==> config.mk <==
export PLATFORM = sky130hd
export DESIGN_NAME = mem_access_unit
export DESIGN_NICKNAME = d
export VERILOG_FILES = /design/src/rtl/mem_pkg.sv /design/src/rtl/mem_load_align.sv /design/src/rtl/mem_access_unit.sv
export SDC_FILE = /design/constraint.sdc
export NUM_CORES = 1
export LEC_CHECK = 0
export CELL_PAD_IN_SITES_DETAIL_PLACEMENT = 1
export CELL_PAD_IN_SITES_GLOBAL_PLACEMENT = 1
export CORE_ASPECT_RATIO = 0.7
export CORE_UTILIZATION = 29
export DETAILED_ROUTE_END_ITERATION = 6
export PLACE_DENSITY = 0.83
export SLEW_MARGIN = 20
export SYNTH_ARGS = -nofsm -noshare
export SYNTH_HDL_FRONTEND = slang
export SYNTH_HIERARCHICAL = 1
export SYNTH_SLANG_ARGS = --single-unit
==> constraint.sdc <==
create_clock -name clk -period 1.75 [get_ports clk]
set_input_delay 0.35 -clock clk [delete_from_list [all_inputs] [get_ports clk]]
set_output_delay 0.35 -clock clk [all_outputs]
set_load 0.05 [all_outputs]
==> src/rtl/mem_pkg.sv <==
// Shared definitions for the load/store stage: funct3 size codes, FSM states
// and store-lane helpers.
package mem_pkg;

    localparam logic [2:0] F3_B  = 3'b000;
    localparam logic [2:0] F3_H  = 3'b001;
    localparam logic [2:0] F3_W  = 3'b010;
    localparam logic [2:0] F3_BU = 3'b100;
    localparam logic [2:0] F3_HU = 3'b101;

    typedef enum logic {
        MEM_IDLE,
        MEM_ACCESS
    } mem_state_e;

    // Unlisted store sizes behave as a full word.
    function automatic logic [3:0] store_byteen(input logic [2:0] f3, input logic [1:0] a);
        case (f3)
            F3_B:    return 4'b0001 << a;
            F3_H:    return 4'b0011 << {a[1], 1'b0};
            default: return 4'b1111;
        endcase
    endfunction

    function automatic logic [31:0] store_lanes(input logic [2:0] f3, input logic [31:0] sd);
        case (f3)
            F3_B:    return {4{sd[7:0]}};
            F3_H:    return {2{sd[15:0]}};
            default: return sd;
        endcase
    endfunction

endpackage

==> src/rtl/mem_load_align.sv <==
// Selects the addressed byte/halfword of a read word and sign- or zero-extends
// it according to funct3; unlisted codes return the whole word.
module mem_load_align
    import mem_pkg::*;
(
    input  logic [31:0] rdata,
    input  logic [1:0]  addr_lo,
    input  logic [2:0]  funct3,
    output logic [31:0] load_data
);

    logic [7:0]  byte_sel;
    logic [15:0] half_sel;

    always_comb begin
        case (addr_lo)
            2'd0:    byte_sel = rdata[7:0];
            2'd1:    byte_sel = rdata[15:8];
            2'd2:    byte_sel = rdata[23:16];
            default: byte_sel = rdata[31:24];
        endcase
        half_sel = addr_lo[1] ? rdata[31:16] : rdata[15:0];

        case (funct3)
            F3_B:    load_data = {{24{byte_sel[7]}}, byte_sel};
            F3_H:    load_data = {{16{half_sel[15]}}, half_sel};
            F3_BU:   load_data = {24'h0, byte_sel};
            F3_HU:   load_data = {16'h0, half_sel};
            default: load_data = rdata;
        endcase
    end

endmodule

==> src/rtl/mem_access_unit.sv <==
// Load/store stage: drives the data-cache handshake, stalls upstream for every
// access and registers the writeback bundle. MEM_MISALIGN_TRAP_EN adds misalign.
module mem_access_unit
    import mem_pkg::*;
(
    input  logic        clk,
    input  logic        reset,
    input  logic        ex_valid,
    input  logic        ex_mem_read,
    input  logic        ex_mem_write,
    input  logic [2:0]  ex_funct3,
    input  logic [31:0] ex_alu_result,
    input  logic [31:0] ex_store_data,
    input  logic        ex_write_reg_en,
    input  logic [4:0]  ex_write_address,
    output logic        dmem_read,
    output logic        dmem_write,
    output logic [31:0] dmem_address,
    output logic [31:0] dmem_writedata,
    output logic [3:0]  dmem_byteen,
    input  logic [31:0] dmem_readdata,
    input  logic        dmem_busywait,
    output logic        stall,
    output logic        wb_write_reg_en,
    output logic [4:0]  wb_write_address,
    output logic [31:0] wb_write_data
`ifdef MEM_MISALIGN_TRAP_EN
    ,
    output logic        misalign
`endif
);

    mem_state_e  state_q, state_d;
    logic        dmem_read_q, dmem_read_d;
    logic        dmem_write_q, dmem_write_d;
    logic [31:0] dmem_address_q, dmem_address_d;
    logic [31:0] dmem_writedata_q, dmem_writedata_d;
    logic [3:0]  dmem_byteen_q, dmem_byteen_d;
    logic [1:0]  addr_lo_q, addr_lo_d;
    logic [2:0]  funct3_q, funct3_d;
    logic [4:0]  rd_q, rd_d;
    logic        rd_en_q, rd_en_d;
    logic        wb_en_q, wb_en_d;
    logic [4:0]  wb_addr_q, wb_addr_d;
    logic [31:0] wb_data_q, wb_data_d;
    logic        misalign_q, misalign_d;

    logic        mem_op;
    logic        bad_align;
    logic [31:0] load_data;

    mem_load_align u_align (
        .rdata     (dmem_readdata),
        .addr_lo   (addr_lo_q),
        .funct3    (funct3_q),
        .load_data (load_data)
    );

    assign mem_op = ex_valid & (ex_mem_read | ex_mem_write);

`ifdef MEM_MISALIGN_TRAP_EN
    // A load wins over a simultaneous store, so the load size table decides.
    always_comb begin
        bad_align = 1'b0;
        if (ex_mem_read) begin
            case (ex_funct3)
                F3_B, F3_BU: bad_align = 1'b0;
                F3_H, F3_HU: bad_align = ex_alu_result[0];
                default:     bad_align = (ex_alu_result[1:0] != 2'b00);
            endcase
        end else begin
            case (ex_funct3)
                F3_B:    bad_align = 1'b0;
                F3_H:    bad_align = ex_alu_result[0];
                default: bad_align = (ex_alu_result[1:0] != 2'b00);
            endcase
        end
    end
    assign misalign = misalign_q;
`else
    assign bad_align = 1'b0;
`endif

    always_comb begin
        state_d          = state_q;
        dmem_read_d      = dmem_read_q;
        dmem_write_d     = dmem_write_q;
        dmem_address_d   = dmem_address_q;
        dmem_writedata_d = dmem_writedata_q;
        dmem_byteen_d    = dmem_byteen_q;
        addr_lo_d        = addr_lo_q;
        funct3_d         = funct3_q;
        rd_d             = rd_q;
        rd_en_d          = rd_en_q;
        wb_en_d          = 1'b0;
        wb_addr_d        = wb_addr_q;
        wb_data_d        = wb_data_q;
        misalign_d       = 1'b0;

        case (state_q)
            MEM_IDLE: begin
                if (mem_op) begin
                    if (bad_align) begin
                        misalign_d = 1'b1;
                    end else begin
                        state_d        = MEM_ACCESS;
                        dmem_read_d    = ex_mem_read;
                        dmem_write_d   = ex_mem_write & ~ex_mem_read;
                        dmem_address_d = {ex_alu_result[31:2], 2'b00};
                        if (ex_mem_read) begin
                            dmem_byteen_d    = 4'b0000;
                            dmem_writedata_d = '0;
                        end else begin
                            dmem_byteen_d    = store_byteen(ex_funct3, ex_alu_result[1:0]);
                            dmem_writedata_d = store_lanes(ex_funct3, ex_store_data);
                        end
                        addr_lo_d = ex_alu_result[1:0];
                        funct3_d  = ex_funct3;
                        rd_d      = ex_write_address;
                        rd_en_d   = ex_write_reg_en;
                    end
                end else begin
                    wb_en_d   = ex_valid & ex_write_reg_en;
                    wb_addr_d = ex_write_address;
                    wb_data_d = ex_alu_result;
                end
            end
            MEM_ACCESS: begin
                if (!dmem_busywait) begin
                    state_d       = MEM_IDLE;
                    dmem_read_d   = 1'b0;
                    dmem_write_d  = 1'b0;
                    dmem_byteen_d = 4'b0000;
                    if (dmem_read_q) begin
                        wb_en_d   = rd_en_q;
                        wb_addr_d = rd_q;
                        wb_data_d = load_data;
                    end
                end
            end
            default: state_d = MEM_IDLE;
        endcase
    end

    always_ff @(posedge clk) begin
        if (reset) begin
            state_q          <= MEM_IDLE;
            dmem_read_q      <= 1'b0;
            dmem_write_q     <= 1'b0;
            dmem_address_q   <= '0;
            dmem_writedata_q <= '0;
            dmem_byteen_q    <= '0;
            addr_lo_q        <= '0;
            funct3_q         <= '0;
            rd_q             <= '0;
            rd_en_q          <= 1'b0;
            wb_en_q          <= 1'b0;
            wb_addr_q        <= '0;
            wb_data_q        <= '0;
            misalign_q       <= 1'b0;
        end else begin
            state_q          <= state_d;
            dmem_read_q      <= dmem_read_d;
            dmem_write_q     <= dmem_write_d;
            dmem_address_q   <= dmem_address_d;
            dmem_writedata_q <= dmem_writedata_d;
            dmem_byteen_q    <= dmem_byteen_d;
            addr_lo_q        <= addr_lo_d;
            funct3_q         <= funct3_d;
            rd_q             <= rd_d;
            rd_en_q          <= rd_en_d;
            wb_en_q          <= wb_en_d;
            wb_addr_q        <= wb_addr_d;
            wb_data_q        <= wb_data_d;
            misalign_q       <= misalign_d;
        end
    end

    assign dmem_read        = dmem_read_q;
    assign dmem_write       = dmem_write_q;
    assign dmem_address     = dmem_address_q;
    assign dmem_writedata   = dmem_writedata_q;
    assign dmem_byteen      = dmem_byteen_q;
    assign stall            = (state_q == MEM_ACCESS);
    assign wb_write_reg_en  = wb_en_q;
    assign wb_write_address = wb_addr_q;
    assign wb_write_data    = wb_data_q;

endmodule

## Yosys cells after proc, flatten, opt, wreduce, memory -nomap -nowiden

Cells that the tools add are included.

- Multiplexer cells: 30
- Reduce and logical (&&, ||, !) cells: 6
- Equality and inequality tests: 10
- Shift operators: 2
- Bitwise operators: 6

Operator list:

| kind | count |
|---|---|
| $mux W32 | 4 |
| $pmux W32 S2 | 2 |
| $pmux W32 S4 | 1 |
| $pmux W8 S3 | 1 |
| $mux W16 | 1 |
| $pmux W4 S2 | 2 |
| $mux W5 | 3 |
| $mux W4 | 3 |
| $pmux W5 S2 | 1 |
| $mux W1 | 8 |
| $pmux W1 S2 | 4 |
| $eq A3 B1 Y1 const B | 2 |
| $eq A3 B3 Y1 const B | 2 |
| $logic_not A3 Y1 | 2 |
| $ne A2 B2 Y1 const B | 3 |
| $reduce_and A2 Y1 | 2 |
| $shl A1 B2 Y4 const A | 1 |
| $shl A2 B2 Y4 const A | 1 |
| $and A1 B1 Y1 | 3 |
| $reduce_and A3 Y1 | 1 |
| $eq A2 B1 Y1 const B | 1 |
| $eq A2 B2 Y1 const B | 1 |
| $logic_not A2 Y1 | 1 |
| $ne A2 B1 Y1 const B | 1 |
| 2 further kinds | 3 |

- Input port bits: 111
- Word-level logic and storage cells: 67
- Register bits after elaboration: 118
- Output and inout port bits: 109

## Logic depth before layout (Yosys ltp)

Gate-level depths: netlist of the first run.

- Depth in word-level cells: 6
- Depth in mapped cells: 8
- Depth with buffers taken out: 6

## By module

The synthesis of the first run kept the hierarchy.

Modules (own cells, without submodules):

| module | seq. area each (um2) | instances | cells an instance | area an instance (um2) |
|---|---|---|---|---|
| mem_access_unit | 2362.3 | 1 | 542 | 4959.8 |
| mem_load_align | 0.0 | 1 | 131 | 723.2 |

## Least setup slack after synthesis of the first run

Ideal clock, no wire load.

- Path type: register -> register
- Start point: reg funct3_q[1]
- End point: reg wb_data_q[23], in the netlist wb_write_data[23]
- Period minus slack after synthesis: 1808 ps
- Data arrival time: 1727 ps
- Buffers on the path: 3
- Stages on the path, launching flop included: 9
- Slack: -58 ps
- Required time: 1669 ps
- Setup time: 81 ps
- Cell sequence: dfxtp_1 buf_6 or3_1 or3_1 buf_2 buf_6 o21ai_0 mux2i_1 a211oi_2

- Cells in the longest elaborated chain, start to end: 5
- Elaborated cells between the ends (all ways): 8
- Classes of those cells: eq/ne (3); mux (4); reduce/logical (1)

Ends and longest elaborated chain:

| element | line | RTL |
|---|---|---|
| start: declaration | mem_access_unit.sv:40 | `logic [2:0] funct3_q, funct3_d;` |
| start signal: assignment | mem_access_unit.sv:169 | `funct3_q <= funct3_d;` |
| $eq A3 B3 Y1, or another cell as far along | mem_load_align.sv:24 | `case (funct3)` |
| $pmux W32 S4 * | mem_load_align.sv:24 |  |
| net load_data[23] | mem_access_unit.sv:50 | `logic [31:0] load_data;` |
| $mux W32 * | mem_access_unit.sv:134 | `if (dmem_read_q) begin` |
| $mux W32 * | mem_access_unit.sv:129 | `if (!dmem_busywait) begin` |
| $pmux W32 S2 * | mem_access_unit.sv:100 | `case (state_q)` |
| end signal: assignment | mem_access_unit.sv:174 | `wb_data_q <= wb_data_d;` |
| end: declaration | mem_access_unit.sv:45 | `logic [31:0] wb_data_q, wb_data_d;` |

The timed path passes the listed nets; every way through them passes the cells marked *. The select of a mux whose other input is x is not followed.
A chain may end at the register's enable or synchronous reset.

## Final worst setup path of the first run

- Start point: reg addr_lo_q[0]
- End point: reg wb_data_q[18], in the netlist wb_write_data[18]

- Cells in the longest elaborated chain, start to end: 6
- Elaborated cells between the ends (all ways): 8
- Classes of those cells: eq/ne (2); mux (5); reduce/logical (1)

Ends and longest elaborated chain:

| element | line | RTL |
|---|---|---|
| start: declaration | mem_access_unit.sv:39 | `logic [1:0] addr_lo_q, addr_lo_d;` |
| start signal: assignment | mem_access_unit.sv:168 | `addr_lo_q <= addr_lo_d;` |
| $eq A2 B2 Y1, or another cell as far along | mem_load_align.sv:16 | `case (addr_lo)` |
| $pmux W8 S3 * | mem_load_align.sv:16 |  |
| $pmux W32 S4 * | mem_load_align.sv:24 |  |
| net load_data[18] | mem_access_unit.sv:50 |  |
| $mux W32 * | mem_access_unit.sv:134 |  |
| $mux W32 * | mem_access_unit.sv:129 |  |
| $pmux W32 S2 * | mem_access_unit.sv:100 |  |

Marked as above.

==> results of run 1 <==
-- cells in the mapped netlist, types with 9 or more instances --
cell type and number:
a211oi_2 30, o21ai_0 35, nor2_1 79, a22oi_1 28, mux2i_1 38, dfxtp_1 118
mux2_2 15, buf_2 23, a21oi_1 53, o21bai_1 9, nor2b_1 22, clkbuf_1 25
nand2_1 126
-- cell families after synthesis --
family,Yosys count,share of synthesized area
other,1,0.000660
multiplexers,55,0.101
AND/OR/NAND/NOR,247,0.182
flip-flops,118,0.416
AO/OA/AOI/OAI,186,0.238
buffers and inverters,66,0.0632
-- power breakdown --
part           switching (mW)  total (mW)  internal, mW  leakage [nW]
Clock                    1.26        3.60          2.34         0.292
Combinational            1.49        2.56          1.07          2.52
Sequential              0.111        2.99          2.88         0.970
-- area by class of cell --
class | instances | area, um2 | share of cell area
Timing Repair Buffer | 296 | 2780 | 0.304
Sequential cell | 118 | 2370 | 0.259
Clock inverter | 9 | 125 | 0.0137
Tap cell | 264 | 330 | 0.0361
Multi-Input combinational cell | 490 | 3060 | 0.334
Clock buffer | 22 | 474 | 0.0518
Inverter | 4 | 15.0 | 0.00164
-- flip-flops by register name (all words and copies together) (netlist names), 2 cells and up --
signal,count
dmem_address,30
rd_q,5
funct3_q,3
wb_write_data,32
addr_lo_q,2
wb_write_address,5
dmem_writedata,32
dmem_byteen,4
-- routing by layer --
| metal | vias to the layer above | track usage | share of wire |
|---|---|---|---|
| met3 | 34 | 0.0582 | 0.054 |
| met1 | 2842 | 0.297 | 0.47 |
| met5 | - | 0 | 0.00058 |
| met2 | 164 | 0.359 | 0.45 |
| li1 | 2832 | - | - |
| met4 | 2 | 0.0771 | 0.021 |
-- worst min path at each step --
stage | cells after the start | startpoint | end | slack (ps)
final | 2 | reset | dmem_address[21]$_SDFFE_PP0P_ | 380
after global routing | 2 | reset | dmem_address[16]$_SDFFE_PP0P_ | 390
after CTS | 2 | reset | dmem_address[17]$_SDFFE_PP0P_ | 360
after detailed placement | 2 | dmem_address[19]$_SDFFE_PP0P_ | dmem_address[19]$_SDFFE_PP0P_ | 450
after global placement | 2 | dmem_writedata[30]$_SDFFE_PP0P_ | dmem_writedata[30]$_SDFFE_PP0P_ | 440
after floorplan | 2 | rd_q[0]$_SDFFE_PP0P_ | rd_q[0]$_SDFFE_PP0P_ | 440
-- metrics by stage --
step           area [um2]  power (mW)   util  setup TNS (ps)
6_report             9150        9.14  0.481           -1280
5_1_grt              9150        9.52  0.481           -2980
4_1_cts              9110        9.20  0.479            -957
3_5_place_dp         8340        5.46  0.438          -30670
3_3_place_gp         8340        5.40  0.438          -25420
2_1_floorplan        5700        4.46      -            -260
-- what timing repair did --
item | in CTS | in global routing
cloned | 1 | 0
pin swaps | 12 | 6
endpoints found under the setup margin | 32 | 31
setup buffers | 7 | 0
resized for setup | 26 | 15
==> flow_results.org, run 1 <==
** Global routing
- Pin count of the biggest net entering global routing :: between 40 and 50
- For this run, the total global-route usage over all layers was measured as 0.226.
- Global routing finished with a remaining overflow of 0.
- Vias in the first global route :: 6331
- The initial antenna violation count came to 1.
- The first global-routing pass estimated about 35000 um of wire.

** Critical path
- CP Launch Point :: addr_lo_q[0]$_SDFFE_PP0P_
- Top Family by Delay on Critical Path :: compound AO/OA/AOI/OAI gates
- Crit path buf inv count :: 3
- Reg-to-reg critical path startpoint :: addr_lo_q[0]$_SDFFE_PP0P_
- The most critical setup path has its endpoint at wb_write_data[18]$_SDFFE_PP0P_.
- Counting cells, the worst reg-to-reg path comes to 9.
- Slowest cell on the critical path :: or3_4
- Max FO, Critical Path :: 5
- Chain of cells forming the critical path :: buf_6 -> mux2i_1 -> a21o_1 -> or3_4 -> buf_12 -> buf_16 -> o21ai_0 -> mux2i_1 -> a211oi_2
- Worst setup path category :: reg -> reg
- Number of cells on the critical path :: 9
- Worst EP required :: 2080 ps
- On the worst path, the slowest cell contributes a delay of 400 ps.
- Startpoint types :: flip-flop
- Counting stages on the worst path, the most repeated cell is mux2i_1.
- The worst register-to-register path ends at wb_write_data[18]$_SDFFE_PP0P_.
- Data arrives at the worst endpoint at 2220 ps.
- The worst register-to-register path has a setup slack of -140 ps.
- The worst setup path is captured at a flip-flop.

** Route
- Remaining routing DRC violations :: 0
- In this run, the number of DRC markers left after iteration 0 of detailed routing was 310.
- In the routed layout, each cell is associated on average with a via count of about 4.9.
- Final routed wire length divided by cell count :: between 15 and 20 um
- After detailed routing, the total wire length is 22500 um.
- Count of TritonRoute iterations in the first routing pass :: 4
- Via Count :: 5874
- The detail route stage leaves a number of antenna-violating nets equal to 0.

** Placement
- The congestion estimate from routability-driven global placement came to 0.847.
- Post-placement cell count :: 1165
- Buffers on Ports :: 217
- OpenSTA, run right after detailed placement, puts the worst setup slack at -605 ps.
- After legalization and detailed placement, the total HPWL measured 16400 um.

** Pwr
- In this run the static leakage power is 3.78 nW.
- IR Drop Worst-Case VDD :: 0.000634 V
- Power spread over the standard cell area amounts to 999 mW/mm2.

** Logic synthesis
- Top post-synthesis cells by area :: dfxtp_1 (42%), nand2_1 (8.3%), mux2i_1 (6.7%)
- The share of synthesized area in the top cell type comes to 0.416.
- Sequential area share after synthesis :: 0.416
- Counting flops with an async set or reset pin after synthesis yields a share of 0.
- The largest total area in the synthesized netlist belongs to dfxtp_1.
- After synthesis the netlist holds a flip-flop and latch count of 118.
- During synthesis, Yosys emitted a total of 6 warnings.
- Most common flop cell mapped by yosys :: dfxtp_1
- Synthesis handed over a netlist of 673 instances.
- The synthesized netlist contains 34 unique library cells.
- Post-Synthesis Cell Area :: 0.00568 mm2
- EDFF count, synth :: 0
- Each instance of the synthesized netlist takes up on average 8.44 um2.

** Floorplanning
- In this run the standard cell core region covers 0.0190 mm2.
- DIE HEIGHT :: 119 um
- From left edge to right edge, the die measures 169 um.
- In this run the count of I/O pins placed on the die edge is between 200 and 250.
- The initialized floorplan defines 42 standard-cell rows.
- Initial cell density of the core :: 0.299
- Die footprint :: 0.0202 mm2

** Timing
- Total setup violations reported at the end of the flow :: 21
- Number of failing hold endpoints at the final stage :: 0
- Number of pins with negative max-slew slack in the final report :: 0
- For the final database, setup skew stands at roughly 9.8 ps.
- Final hold slack :: 377 ps
- After layout, the minimum clock period comes to 1890 ps.
- Setup repair after global routing missed its margin :: yes
- Maximum operating frequency :: 528 MHz
- Period Utilization, post-route :: 1.08
- Min setup slack post-route :: -145 ps

** Clock tree
- In this run, CTS created clock tree buffers numbering 17.
- The number of hold buffers added after CTS was 0.
- Number of H-tree branching levels :: 4
- The tree is rooted in a clkbuf_16.
- TritonCTS clock tree :: yes
- Clock latency on the worst-skew pair, taken at its later pin, is 410 ps.
- The clock passes through at most 2 buffers.
- For this design, the sink count on the clock tree is 118.
- After clock tree synthesis, the clock-pin slew on the worst setup and hold paths is ~60 ps.

** Status
- Status :: finished with violations
- Violations in the final reports :: setup timing

** Flow run
- Across the run, the number of max-cap violations was 0.

** Final layout
- Area added between synthesis and finish :: 61.0%
- After filler insertion, the fill cell instance count of the layout stands at 2240.
- In the layout the commonest cells are buf_4 (159), nand2_1 (125), dfxtp_1 (115).
- Of the cells placed in the final design, the portion with a size suffix greater than 1 is 0.306.
- Final cell count without fillers :: 1203
- Number of nets in the layout :: about 1000
- Antenna diode count :: 0
- Leading cell type in the layout, fill and taps excluded :: buf_4

** Min path
- In this run the worst hold path is classified as in -> reg.
Power figures use the tool's default switching activity.
==> run 2, diff against run 1 <==
--- a/config.mk
+++ b/config.mk
@@ -10,6 +10,7 @@
 export CORE_ASPECT_RATIO = 0.7
 export CORE_UTILIZATION = 29
 export DETAILED_ROUTE_END_ITERATION = 6
+export GPL_TIMING_DRIVEN = 0
 export PLACE_DENSITY = 0.83
 export SLEW_MARGIN = 20
 export SYNTH_ARGS = -nofsm -noshare
==> flow_results.org, run 2 (synthesis results as in run 1) <==
** Floorplanning
- Cell row count :: 42
- Initial cell density of the core :: 0.299
- Measured along the y axis, the die boundary spans 119 um.
- Number of placed I/O pins :: 220
- Core Region :: 0.0190 mm2
- DIE WIDTH :: ~170 um
- Die footprint :: between 0.02 and 0.025 mm2

** Clock tree
- Clock net sink count :: roughly 120
- Clock latency on the worst-skew pair, taken at its later pin, is 420 ps.
- The clock passes through at most 2 buffers.
- TritonCTS clock tree :: yes
- Clock tree synthesis inserted a total of 17 buffers.
- The number of hold buffers added after CTS was 0.
- Cell chosen for the clock root :: clkbuf_16
- Register clock-pin slew on the reported worst setup and hold paths :: roughly 50 ps
- Number of H-tree branching levels :: 4

** Global routing
- In the global route stage, overall resource usage came out at 0.227.
- Layer with the highest usage after global routing :: met2
- Pin count of the biggest net entering global routing :: 17
- Wire length of the first global-routing pass :: 34700 um
- The initial antenna violation count came to 1.
- Global Route met1 Usage :: 0.316
- Met2 track demand over resource :: 0.344
- In the global route stage, met3 resource usage came out at 0.0615.
- Aggregate global routing overflow :: 0
- Vias in the first global route :: 5926

** Pwr
- Cell internal power was estimated by the tool at 6.15 mW.
- Relative contribution of sequential cells to total power :: 0.330
- Clock share of power :: 0.406
- IR Drop Worst-Case VDD :: 0.000460 V
- Summed over all cells, the static leakage comes to between 3 and 4 nW.
- Sw power :: between 2 and 3 mW
- Of the total power, the share spent switching nets is 0.319.
- Power density of the placed cells :: 1000 mW/mm2
- The share of total power dissipated in combinational logic is 0.265.

** Timing
- The number of max-slew violations in the final report is 0.
- Worst clock skew :: 11.4 ps
- Tightest Pin Transition :: 788 ps
- Final hold slack :: about 450 ps
- The count of final hold-check violations was 0.
- Total setup violations reported at the end of the flow :: 19
- Maximum operating frequency :: about 530 MHz
- Min setup slack post-route :: -125 ps
- Period Utilization, post-route :: 1.07
- Rel. slew slack :: 0.474
- Final worst path period need :: 1880 ps
- Setup repair after global routing could not meet its margin everywhere.

** Min path
- Type of the most critical hold path :: reg -> reg

** Final layout
- Leading cell type in the layout, fill and taps excluded :: nand2_1
- Area of the multi-input gates :: 0.00313 mm2
- Fillers :: about 2300
- Core utilization of the finished layout :: 0.473
- Area added between synthesis and finish :: 58.5%
- Share of layout cells above drive strength 1 :: 0.178
- Highest-count cells in the layout ignoring fill and taps :: nand2_1 (126), dfxtp_1 (113), dlygate4sd2_1 (109)
- Final cell count without fillers :: 1200
- After the last flow step, the layout net total stands at 1033.
- The sequential cells in the finished layout cover a total of between 0.002 and 0.0025 mm2.

** Route
- After detailed routing, the total wire length is 22800 um.
- The detailed router placed 5875 vias in this run.
- Remaining routing DRC violations :: 0
- Before antenna repair, the detailed router went through 6 iterations.
- Vias per cell :: 4.90
- Final routed wire length divided by cell count :: 19.0 um
- In this run, the number of DRC markers left after iteration 0 of detailed routing was ~270.
- The detail route stage leaves a number of antenna-violating nets equal to 0.

** Critical path
- STA classifies the critical path startpoint as a flip-flop.
- The worst setup path is captured at a flip-flop.
- Max FO, Critical Path :: 5
- Worst EP required :: 2070 ps
- Arrival time worst endpoint :: 2200 ps
- Worst setup path category :: reg -> reg

** Flow run
- Max-Cap Viols :: 0

** Placement
- Once detailed placement completed, the half-perimeter wirelength came to 17200 um.
- Buffers on Ports :: 216
- At the end of routability-driven placement, the weighted congestion stood at 0.918.
- Counting tap cells, the placed design contains a total of ~1200 instances.

** Status
- Status :: finished with violations
- The final reports fail on setup timing.
## run 2: stage by stage
step / setup slack [ps] / setup TNS [ps] / total power, mW / cell area [um2]
final: -125 / -1290 / 9.04 / 9010
after global routing: -175 / -2850 / 9.40 / 9010
after CTS: -126 / -1070 / 9.02 / 8860
after detailed placement: -947 / -48810 / 5.38 / 8190
after global placement: -911 / -44480 / 5.34 / 8190
after floorplan: -28.4 / -260 / 4.46 / 5700
## run 2: worst max-delay path, cell delays in order (launching register included)
cell      delay, ps
dfxtp_2         320
buf_6           110
or3_4           380
or3_4           420
buf_6           160
o21ai_1          70
mux2i_1         100
a211oi_2        210
## run 2: routing by layer
metal  wire [um]  vias to the layer above
li1            -                     2836
met1       11000                     2840
met5           0                        -
met4         257                        0
met3        1460                       18
met2       10100                      181
## run 2: path summary, 6_finish.rpt
check | start | end | slack, ps | cells after the start
worst max-delay path | funct3_q[1]$_SDFFE_PP0P_ | wb_write_data[23]$_SDFFE_PP0P_ | -130 | 7
worst min-delay path | dmem_address[23]$_SDFFE_PP0P_ | dmem_address[23]$_SDFFE_PP0P_ | 450 | 2
worst max register to register | funct3_q[1]$_SDFFE_PP0P_ | wb_write_data[23]$_SDFFE_PP0P_ | -130 | 7
worst min register to register | dmem_address[23]$_SDFFE_PP0P_ | dmem_address[23]$_SDFFE_PP0P_ | 450 | 2
## run 2: timing repair
action                     4_1_cts  5_1_grt
gates cloned                     2        0
resized for setup              166       23
setup endpoints to repair      139       88
pin swaps                        8       23
buffers inserted                 1       11
## run 2: cell type report
cell class,count,share of cell area
buffer,61,0.0436
tap,264,0.0367
multi-input combinational,491,0.348
clock inverter,8,0.0133
inverter,4,0.00167
antenna,1,0.000278
timing repair buffer,229,0.238
clock buffer,24,0.0546
sequential,118,0.264
## run 2: power groups by stage
stage | registers (mW) | logic, mW | clock network [mW]
global route | 3.00 | 2.54 | 3.86
detailed placement | 3.04 | 2.34 | 0
floorplan | 3.60 | 0.852 | 0
finish | 2.98 | 2.39 | 3.67
CTS | 2.98 | 2.33 | 3.72
global placement | 3.03 | 2.31 | 0
==> run 3, diff against run 2 <==
--- a/config.mk
+++ b/config.mk
@@ -17,3 +17,4 @@
 export SYNTH_HDL_FRONTEND = slang
 export SYNTH_HIERARCHICAL = 1
 export SYNTH_SLANG_ARGS = --single-unit
+export TNS_END_PERCENT = 30
==> flow_results.org, run 3 (synthesis results as in run 1) <==
** Status
- Violations in the final reports :: setup timing
- The flow ran to the end, but the final reports show violations.

** Placement
- Placer's final routability congestion estimate :: 0.918
- Worst slack at placement :: -947 ps
- Detailed placement HPWL :: 17200 um
- Buffers on Ports :: around 220
- Placement-stage cell area :: 0.00819 mm2

** Global routing
- For this run, the total global-route usage over all layers was measured as 0.227.
- Aggregate global routing overflow :: 0
- Initial antenna violation count :: 1
- The first global-routing pass estimated 34700 um of wire.
- Entering global routing, the biggest net connects 17 pins.
- The number of global-route vias before repair was slightly below 6000.

** Critical path
- STA classifies the critical path startpoint as a flip-flop.
- Slowest cell on the critical path :: or3_4
- Top Family by Delay on Critical Path :: simple AND/OR/NAND/NOR gates
- The worst setup path is captured at a flip-flop.
- The number of cells on the worst reg-to-reg path is 7.
- Register-to-register setup slack :: -130 ps
- Arrival time worst endpoint :: 2210 ps
- Chain of cells forming the critical path :: buf_6 -> or3_4 -> or3_4 -> buf_6 -> o21ai_2 -> mux2i_1 -> a211oi_2
- In this run the critical register-to-register path is captured at wb_write_data[20]$_SDFFE_PP0P_.
- Of all nets on the critical path, the largest fanout is 5.
- Crit path buf inv count :: 2
- Worst EP required :: 2080 ps
- Reg-to-reg critical path startpoint :: funct3_q[1]$_SDFFE_PP0P_
- Delay of the slowest cell on the worst path :: 420 ps
- The critical path in this run is classified as reg -> reg.

** Route
- Number of DRC markers after the initial detailed-route iteration :: between 300 and 400
- Via Count :: 5885
- Remaining routing DRC violations :: 0
- Vias per cell :: 4.88
- Antenna Nets Post-Route :: 0
- The first TritonRoute pass finished after 5 iterations.
- Final routed wire length divided by cell count :: 19.1 um
- Wire length reported by the detailed router :: 23000 um

** Floorplanning
- Number of placed I/O pins :: 220
- Initial cell density of the core :: 0.299
- DIE HEIGHT :: 119 um
- In this run the standard cell core region covers 0.0190 mm2.
- DIE WIDTH :: approximately 170 um
- The die covers 0.0202 mm2.
- Cell row count :: 42

** Min path
- In this run the most critical hold path is launched from dmem_writedata[26]$_SDFFE_PP0P_.
- Type of the most critical hold path :: reg -> reg
- Hold Crit Depth :: 2
- Sink of the worst hold path :: dmem_writedata[26]$_SDFFE_PP0P_

** Clock tree
- Deepest clock path buffer count :: 2
- Clock net sink count :: about 120
- Clock latency reported for the late side of the worst-skew pair :: 420 ps
- TritonCTS buffer count :: 17
- TritonCTS clock tree :: yes
- Buffers inserted to repair hold after CTS numbered 0.
- Register clock-pin slew on the reported worst setup and hold paths :: 50 ps
- The tree is rooted in a clkbuf_16.
- Number of H-tree branching levels :: 4

** Final layout
- From synthesis to final layout, the design area changed by 59.5%.
- Highest-count cells in the layout ignoring fill and taps :: nand2_1 (126), dfxtp_1 (114), dlygate4sd2_1 (109)
- Core utilization of the finished layout :: 0.477
- The final layout contains 1038 nets.
- In the final layout, the share of cells above drive strength 1 is 0.187.
- After routing the design area is 0.00906 mm2.
- The filler cells instantiated in the layout total 2281.
- Leading cell type in the layout, fill and taps excluded :: nand2_1

** Flow run
- Across the run, the number of max-cap violations was 0.

** Timing
- Setup violations remaining at the end of the flow were counted as 22.
- At the pin with the least slew margin, the transition time is ~770 ps.
- After layout, the minimum clock period comes to 1880 ps.
- On the final layout, the worst clock skew is roughly 10 ps.
- In the post-route analysis, the smallest setup slack over all paths is -127 ps.
- Measured against its own limit, the worst slew margin works out to 0.484.
- Number of failing hold endpoints at the final stage :: 0
- Dividing the final minimum period by the clock period gives 1.07.
- Maximum operating frequency :: 533 MHz
- Number of pins with negative max-slew slack in the final report :: 0
- Setup repair after global routing could not meet its margin everywhere.

** Pwr
- In this run the power spent charging and discharging nets is between 2 and 3 mW.
- The internal power of the cells totals 6.17 mW.
- Power spread over the standard cell area amounts to approximately 1000 mW/mm2.
- Total Power :: approximately 9 mW
- Clock share of power :: 0.404
- The share of total power dissipated in sequential elements is 0.328.
- Of the total power, combinational logic draws 0.267.
- Of the total power, the share spent switching nets is 0.320.
- IR Drop Worst-Case VDD :: 0.000469 V
- The analysis attributes to cell leakage a power of 3.89 nW.
==> run 3: changes by cell type in the layout (fill, tap and decap cells not counted), moves of 2 or more <==
cell | before | now
buf_4 | 18 | 23
o21ai_0 | 17 | 14
a22oi_1 | 23 | 21
a22oi_2 | 6 | 8
o21ai_2 | 12 | 14
==> run 3: area by class of cell <==
type | instances | area [um2] | area share
Buffer | 61 | 390 | 0.0431
Clock inverter | 8 | 120 | 0.0133
Inverter | 4 | 15.0 | 0.00166
Antenna cell | 1 | 2.50 | 0.000276
Timing Repair Buffer | 234 | 2180 | 0.241
Multi-Input combinational cell | 491 | 3160 | 0.349
Sequential cell | 118 | 2370 | 0.262
Tap cell | 264 | 330 | 0.0364
Clock buffer | 24 | 492 | 0.0542
==> run 3: routing by layer <==
metal | part of all wire | global-route usage
met1 | 0.48 | 0.315
met2 | 0.44 | 0.343
met3 | 0.059 | 0.0641
met4 | 0.014 | 0.0614
met5 | 0 | 0
==> run 3: timing repair <==
item,in CTS,in global routing
gates resized for setup,168,28
buffers inserted,1,16
cloned,2,0
endpoints found under the hold margin,0,0
setup endpoints to repair,139,88
pin swaps,8,22
==> run 3: worst max path at each step <==
stage	end	depth (start not counted)	startpoint	slack, ps
2_1_floorplan	wb_write_data[16]$_SDFFE_PP0P_	8	funct3_q[1]$_SDFFE_PP0P_	-30
3_3_place_gp	wb_write_data[9]$_SDFFE_PP0P_	7	dmem_readdata[15]	-910
3_5_place_dp	wb_write_data[12]$_SDFFE_PP0P_	7	dmem_readdata[15]	-950
4_1_cts	wb_write_data[16]$_SDFFE_PP0P_	7	addr_lo_q[0]$_SDFFE_PP0P_	-130
5_1_grt	wb_write_data[20]$_SDFFE_PP0P_	7	funct3_q[1]$_SDFFE_PP0P_	-180
6_report	wb_write_data[20]$_SDFFE_PP0P_	7	funct3_q[1]$_SDFFE_PP0P_	-130
==> run 3: power groups by stage <==
stage	logic, mW	registers [mW]	clock network [mW]
floorplan	0.852	3.60	0
global placement	2.31	3.03	0
detailed placement	2.34	3.04	0
CTS	2.33	2.98	3.72
global route	2.56	3.00	3.86
finish	2.43	2.98	3.67
==> run 3: worst reg2reg max path: stages (launching register included) <==
cell and delay, ps:
dfxtp_2 320, buf_6 120, or3_4 380, or3_4 420, buf_6 160, o21ai_2 50, mux2i_1 100, a211oi_2 230
==> run 3: metrics by stage <==
| stage | hold slack (ps) | setup TNS, ps | instances |
|---|---|---|---|
| 2_1_floorplan | 436 | -260 | 674 |
| 3_3_place_gp | 440 | -44480 | 1154 |
| 3_5_place_dp | 450 | -48810 | 1154 |
| 5_1_grt | 472 | -2800 | 1205 |
| 6_report | 452 | -1340 | 1205 |
| 4_1_cts | 456 | -1040 | 1188 |
